--- src/rtl/dw_multifunc_issue_ctrl.sv ---
// Issue/capture controller in front of a DW_lp_multifunc_DG instance: registers the
// operand/function, gates the datapath for num_cyc settle cycles, then offers z/status.
module dw_multifunc_issue_ctrl #(
   parameter int         op_width    = 24,
   parameter logic [6:0] func_select = 7'h7F,
   parameter int         num_cyc     = 3
) (
   input  logic                  clk,
   input  logic                  rst_n,
   input  logic                  in_valid,
   output logic                  in_ready,
   input  logic [op_width:0]     in_a,
   input  logic [15:0]           in_func,
   output logic [op_width:0]     mf_a,
   output logic [15:0]           mf_func,
   output logic                  mf_DG_ctrl,
   input  logic [op_width+1:0]   mf_z,
   input  logic                  mf_status,
   output logic                  out_valid,
   input  logic                  out_ready,
   output logic [op_width+1:0]   out_z,
   output logic                  out_status,
   output logic                  out_err,
   output logic                  busy
);

   localparam int CNT_W = (num_cyc > 1) ? $clog2(num_cyc) : 1;

   typedef enum logic [1:0] {IDLE, EVAL, HOLD} state_t;

   state_t                state_q, state_d;
   logic [CNT_W-1:0]      cnt_q, cnt_d;
   logic [op_width:0]     mf_a_q, mf_a_d;
   logic [15:0]           mf_func_q, mf_func_d;
   logic                  dg_q, dg_d;
   logic                  vld_q, vld_d;
   logic [op_width+1:0]   z_q, z_d;
   logic                  st_q, st_d;
   logic                  err_q, err_d;

   // A code is legal only if it selects exactly one implemented function.
   function automatic logic func_legal(input logic [15:0] f);
      return (f[15:7] == 9'd0) && $onehot(f[6:0]) && ((f[6:0] & func_select) != 7'd0);
   endfunction

   always_comb begin
      state_d   = state_q;
      cnt_d     = cnt_q;
      mf_a_d    = mf_a_q;
      mf_func_d = mf_func_q;
      dg_d      = dg_q;
      z_d       = z_q;
      st_d      = st_q;
      err_d     = err_q;
      case (state_q)
         IDLE: begin
            if (in_valid) begin
               if (func_legal(in_func)) begin
                  mf_a_d    = in_a;
                  mf_func_d = in_func;
                  cnt_d     = CNT_W'(num_cyc - 1);
                  dg_d      = 1'b1;
                  state_d   = EVAL;
               end else begin
                  // Rejected codes never reach the multifunc inputs, so it does not toggle.
                  z_d     = '0;
                  st_d    = 1'b0;
                  err_d   = 1'b1;
                  state_d = HOLD;
               end
            end
         end
         EVAL: begin
            if (cnt_q == '0) begin
               z_d     = mf_z;
               st_d    = mf_status;
               err_d   = 1'b0;
               dg_d    = 1'b0;
               state_d = HOLD;
            end else begin
               cnt_d = cnt_q - CNT_W'(1);
            end
         end
         HOLD: begin
            if (out_ready) state_d = IDLE;
         end
         default: state_d = IDLE;
      endcase
   end

   assign vld_d = (state_d == HOLD);

   always_ff @(posedge clk or negedge rst_n) begin
      if (!rst_n) begin
         state_q   <= IDLE;
         cnt_q     <= '0;
         mf_a_q    <= '0;
         mf_func_q <= '0;
         dg_q      <= 1'b0;
         vld_q     <= 1'b0;
         z_q       <= '0;
         st_q      <= 1'b0;
         err_q     <= 1'b0;
      end else begin
         state_q   <= state_d;
         cnt_q     <= cnt_d;
         mf_a_q    <= mf_a_d;
         mf_func_q <= mf_func_d;
         dg_q      <= dg_d;
         vld_q     <= vld_d;
         z_q       <= z_d;
         st_q      <= st_d;
         err_q     <= err_d;
      end
   end

   assign in_ready   = (state_q == IDLE);
   assign busy       = (state_q != IDLE);
   assign out_valid  = vld_q;
   assign mf_a       = mf_a_q;
   assign mf_func    = mf_func_q;
   assign mf_DG_ctrl = dg_q;
   assign out_z      = z_q;
   assign out_status = st_q;
   assign out_err    = err_q;

endmodule

--- config.mk ---
export PLATFORM = sky130hd
export DESIGN_NAME = dw_multifunc_issue_ctrl
export DESIGN_NICKNAME = d
export VERILOG_FILES = /design/src/rtl/dw_multifunc_issue_ctrl.sv
export SDC_FILE = /design/constraint.sdc
export NUM_CORES = 1
export LEC_CHECK = 0
export BUFFER_PORTS_ARGS = -buffer_cell sky130_fd_sc_hd__buf_4
export CAP_MARGIN = 20
export CORE_ASPECT_RATIO = 2
export CORE_MARGIN = 3
export CORE_UTILIZATION = 35
export CTS_BUF_LIST = sky130_fd_sc_hd__clkbuf_8
export CTS_CLUSTER_SIZE = 10
export DETAILED_ROUTE_END_ITERATION = 8
export GPL_TIMING_DRIVEN = 0
export PLACE_DENSITY = 0.64
export SYNTH_ARGS = -nofsm -noshare
export SYNTH_HDL_FRONTEND = slang
export SYNTH_SLANG_ARGS = --single-unit
--- constraint.sdc ---
create_clock -name clk -period 2.6 [get_ports clk]
set_clock_uncertainty 0.1 [all_clocks]
set_input_delay 0.13 -clock clk [delete_from_list [all_inputs] [get_ports clk]]
set_output_delay 0.13 -clock clk [all_outputs]
set_load 0.02 [all_outputs]
## Word level (Yosys, flattened, before mapping)

Cells that the tools add are included.

- Add/subtract/negate cells: 7
- Reductions and logical operators: 12
- Multiplexer cells: 24
- Eq/ne operators: 9

Operator list:

| kind | count |
|---|---|
| two-way mux 26 bit | 3 |
| one-hot mux 26 bit (2 select lines) | 1 |
| two-way mux 2 bit | 7 |
| AND reduction 4 bit | 3 |
| logical NOT 9 bit | 1 |
| two-way mux 1 bit | 8 |
| inequality test 2 bit, second input constant | 4 |
| nonzero test 7 bit | 1 |
| adder 1 x 1 -> 2 bit | 3 |
| one-hot mux 1 bit (2 select lines) | 3 |
| one-hot mux 2 bit (3 select lines) | 1 |
| equality test 2 bit, second input constant | 2 |
| logical NOT 2 bit | 2 |
| one-hot mux 2 bit (2 select lines) | 1 |
| nonzero test 2 bit | 2 |
| adder 2 x 1 -> 3 bit | 1 |
| adder 2 x 2 -> 3 bit | 1 |
| adder 3 bit | 1 |
| equality test 3 x 1 -> 1 bit, second input constant | 1 |
| AND reduction 3 bit | 1 |
| equality test 2 x 1 -> 1 bit, second input constant | 1 |
| logical AND 1 bit | 2 |
| inequality test 2 x 1 -> 1 bit, second input constant | 1 |
| subtractor 2 x 1 -> 2 bit, second input constant | 1 |

- Word-level logic and storage cells: 61
- Flip-flop bits (word level): 75
- Output and inout bits: 73

## Depth between registers and ports, before layout

- Word-level depth: 10
- Depth in mapped cells: 12
- Depth with buffers taken out: 10

## Worst setup path before layout

OpenSTA, ideal clock, no wires.

- Kind: input to register
- Start: input in_func[0]
- End: register mf_a_q[14], in the netlist mf_a[14]
- Setup time: 125 ps
- Stages on the path: 12
- Arrival: 3114 ps
- Buffers on the path: 2
- Path slack: -739 ps
- Cell sequence: inv_1 > fa_1 > fa_1 > fa_1 > inv_1 > fa_1 > nor4_1 > and3_1 > and3b_1 > buf_6 > buf_8 > mux2_4

- Longest elaborated chain between the ends: 7
- Elaborated cells on any way between the ends: 8

RTL lines:

| item | RTL line | text |
|---|---|---|
| start, declared | 13 | `input logic [15:0] in_func,` |
| adder 1 x 1 -> 2 bit (implied by the code) | 43 | `return (f[15:7] == 9'd0) && $onehot(f[6:0]) && ((f[6:0] & func_select) != 7'd0);` |
| adder 2 x 2 -> 3 bit (implied by the code) | 43 |  |
| adder 3 bit (implied by the code) | 43 |  |
| equality test 3 x 1 -> 1 bit | 43 |  |
| logical AND 1 bit | 43 |  |
| logical AND 1 bit (*) | 43 |  |
| AND reduction 3 bit (no line) (*) | -- |  |
| end signal, assigned | 107 | `mf_a_q <= mf_a_d;` |
| end, declared | 33 | `logic [op_width:0] mf_a_q, mf_a_d;` |

Mark *: on every way between the ends. The rest lies on a longest branch, timed or not.
A chain may end at the register's enable or synchronous reset.

## Worst setup path after layout

- Start: input in_func[3]
- End: register mf_a_q[4], in the netlist mf_a[4]

Same word-level chain as after synthesis.

==> results.sh <==
export IMPL_synth_simple_area_share=0.116
export IMPL_dp_slack_ns=-1.11
export IMPL_post_route_min_period_ns=3.25
export IMPL_cap_violations=0
export IMPL_dp_cells=498
export IMPL_ir_drop_mv=0.302
export IMPL_cts_buffer_depth=2
export IMPL_synth_fp_nets=332
export IMPL_critPathBufInv=5
export IMPL_swShare=0.225
export IMPL_antenna_found_initial=0
export IMPL_hold_class="in -> reg"
export IMPL_violations="negative setup slack"
export IMPL_die_area_sq_um=10200
export IMPL_power_mw=2.49
export IMPL_path_clk_slew_ns=0.08
export IMPL_clk_latency_ns=0.34
export IMPL_crit_family="adder cells"
export IMPL_core_area_sq_um=8710
export IMPL_crit_slowest_cell="fa_1"
export IMPL_final_cells=587
export IMPL_wl_per_cell_um=15.3
export IMPL_dp_hpwl_um=6100
export IMPL_h_tree_depth=3
export IMPL_layout_commonest_cell="buf_4"
export IMPL_path_class="in -> reg"
export IMPL_grt_max_degree=76
export IMPL_period_share=1.25
export IMPL_p_switching_uw=561
export IMPL_ys_types=30
export IMPL_crit_arrival_ns=3.38
export IMPL_die_w_um=73.1
export IMPL_ios=145
export IMPL_p_comb_frac=0.126
export IMPL_synthAdderAreaFrac=0.0333
export IMPL_stdcell_area_sq_um=5500
export IMPL_synth_edf_count=0
export IMPL_cp_required_ns=2.73
export IMPL_vias_per_cell=4.57
export IMPL_ant_nets=0
export IMPL_track_usage=0.180
export IMPL_place_congestion=0.724
export IMPL_powerDensity_nw_per_um2=452
export IMPL_crit_fanout=5
export IMPL_start_util=0.362
export IMPL_portBuffers=144
export IMPL_p_leak_nw=2.80
export IMPL_p_seq_frac=0.474
export IMPL_setup_viol=75
export IMPL_die_h_um=140
export IMPL_internal_power_mw=1.93
export IMPL_synth_seq_cells=75
export IMPL_diodes=0
export IMPL_pwr_share_clk=0.401
export IMPL_areaGrowthSynthToFinish_pct=74.6
export IMPL_finish_utilization=0.632
export IMPL_setup_slack_ns=-0.654
export IMPL_max_freq_ghz=0.307
export IMPL_worstSetupEndpointType="register"
export IMPL_grt_pass1_wl_um=14000
export IMPL_synthCells=254
export IMPL_cts_root_buf="clkbuf_8"
export IMPL_fin_setup_tns_ns=-37.19
export IMPL_layout_common_cells="buf_4 (146), dfrtp_1 (75), dlygate4sd3_1 (60)"
export IMPL_netlist_area_sq_um=3150
export IMPL_cts_sinks=75
export IMPL_synth_ff_type="dfrtp_1"
export IMPL_crit_chain="buf_8 -> inv_8 -> fa_1 -> fa_1 -> fa_2 -> inv_2 -> fa_1 -> nor4_2 -> and3_1 -> and3b_2 -> buf_12 -> clkbuf_16 -> mux2_4"
export IMPL_fp_row_count=48
export IMPL_fillers=682
export IMPL_max_stage_delay_ns=0.55
export IMPL_drc_errors=0
export IMPL_synth_compound_area_frac=0.0592
export IMPL_crit_path_start_kind="primary input"
export IMPL_async_flop_share=1.00
export IMPL_wl_um=8990
export IMPL_synthMuxAreaShare=0.146
export IMPL_grt_pass1_vias=2825
export IMPL_crit_path_frequent_cell="fa_1"
export IMPL_syn_area_per_cell_sq_um=12.4
export IMPL_dr_pass1_iters=4
export IMPL_whs_ns=0.0958
export IMPL_final_nets=560
export IMPL_drtIter0Drc=105
export IMPL_post_dp_cell_area_sq_um=4380
export IMPL_overflow=0
export IMPL_final_layout_size_suffix_gt1_frac=0.476
export IMPL_ys_warn_count=0
export IMPL_hold_viol=0
export IMPL_slew_viol_final=0
export IMPL_max_slew_margin=0.380
export IMPL_tightest_slew_ns=0.930
export IMPL_rsz0062_at_grt="true"
export IMPL_yosysSeqAreaShare=0.595
export IMPL_synth_top_family_by_area="multiplexers"
export IMPL_cts_made_buffers=9
export IMPL_cts_tree="yes"
export IMPL_synth_xor_area_share=0
export IMPL_status="complete, but fails checks"
export IMPL_vias=2684
[state kept, by name (all words and copies together) (netlist names)]
register and flops:
out_z 26, mf_a 25, mf_func 16, cnt_q 2, state_q 2, mf_DG_ctrl 1
out_err 1, out_status 1, out_valid 1
[repair_timing]
action / 4_1_cts / 5_1_grt
hold buffers: 60 / 0
cloned: 1 / 4
hold endpoints to repair: 134 / 0
buffers inserted: 8 / 1
resized for setup: 14 / 22
endpoints found under the setup margin: 75 / 75
pin swaps: 2 / 2
[power groups by stage]
stage          clock network [mW]  logic (mW)  registers, mW
6_report                    0.998       0.313           1.18
5_1_grt                      1.08       0.345           1.18
4_1_cts                      1.03       0.305           1.18
3_5_place_dp                    0       0.217           1.20
3_3_place_gp                    0       0.211           1.20
2_1_floorplan                   0      0.0688           1.21
[final cells by class]
cell class,instances,area [sq um],area share
well taps,100,125,0.0227
clock buffers,10,138,0.0250
repair buffers,217,1900,0.345
plain buffers,14,150,0.0273
inverters,13,56.3,0.0102
multi-input cells,152,1170,0.213
clock inverters,6,86.3,0.0157
flip-flops and latches,75,1880,0.341
[path summary, 6_finish.rpt]
path                       cells past startpoint        from         end  slack [ns]
setup / recovery                              13  in_func[3]     mf_a[4]       -0.65
hold / removal                                 3   out_ready   out_valid         0.1
setup reg to reg                               7  state_q[1]     mf_a[4]        0.65
hold reg to reg                                1  mf_DG_ctrl  mf_DG_ctrl        0.39
max in group asynchronous                      2       rst_n   out_z[17]        1.43
min in group asynchronous                      2       rst_n    mf_a[14]        0.35
[layer usage]
metal | global-route usage | vias up | routed length (um) | share of wire
met1 | 0.189 | 1282 | 3060 | 0.34
li1 | - | 1289 | - | -
met3 | 0.0374 | 26 | 472 | 0.052
met2 | 0.320 | 87 | 5040 | 0.56
met5 | 0 | - | 0 | 0
met4 | 0.0992 | 0 | 416 | 0.046
[synthesized netlist by cell type (2+ instances only)]
library cell  number  share of area
inv_1             12          0.014
mux2_2             5          0.018
a21oi_1           28          0.044
and3b_1            2         0.0056
nor2b_1            9          0.018
fa_1               4          0.025
buf_12             2          0.013
nand2_1           57          0.068
dfrtp_1           75           0.60
ha_1               2         0.0079
nor4_1             4         0.0079
a211o_1            2         0.0056
buf_2              4         0.0064
mux2_4            27           0.13
clkbuf_1           6         0.0071
[kinds of logic after synthesis]
family,after synthesis
multiplexers,32
AO/OA/AOI/OAI,34
buffers and inverters,27
AND/OR/NAND/NOR,80
adder cells (fa/ha/maj),6
flip-flops,75
[tightest hold or removal path, cell delays in order]
cell,delay [ns]
buf_4,0.11
nor2_1,0.13
a211o_1,0.14
Power figures use the tool's default switching activity.
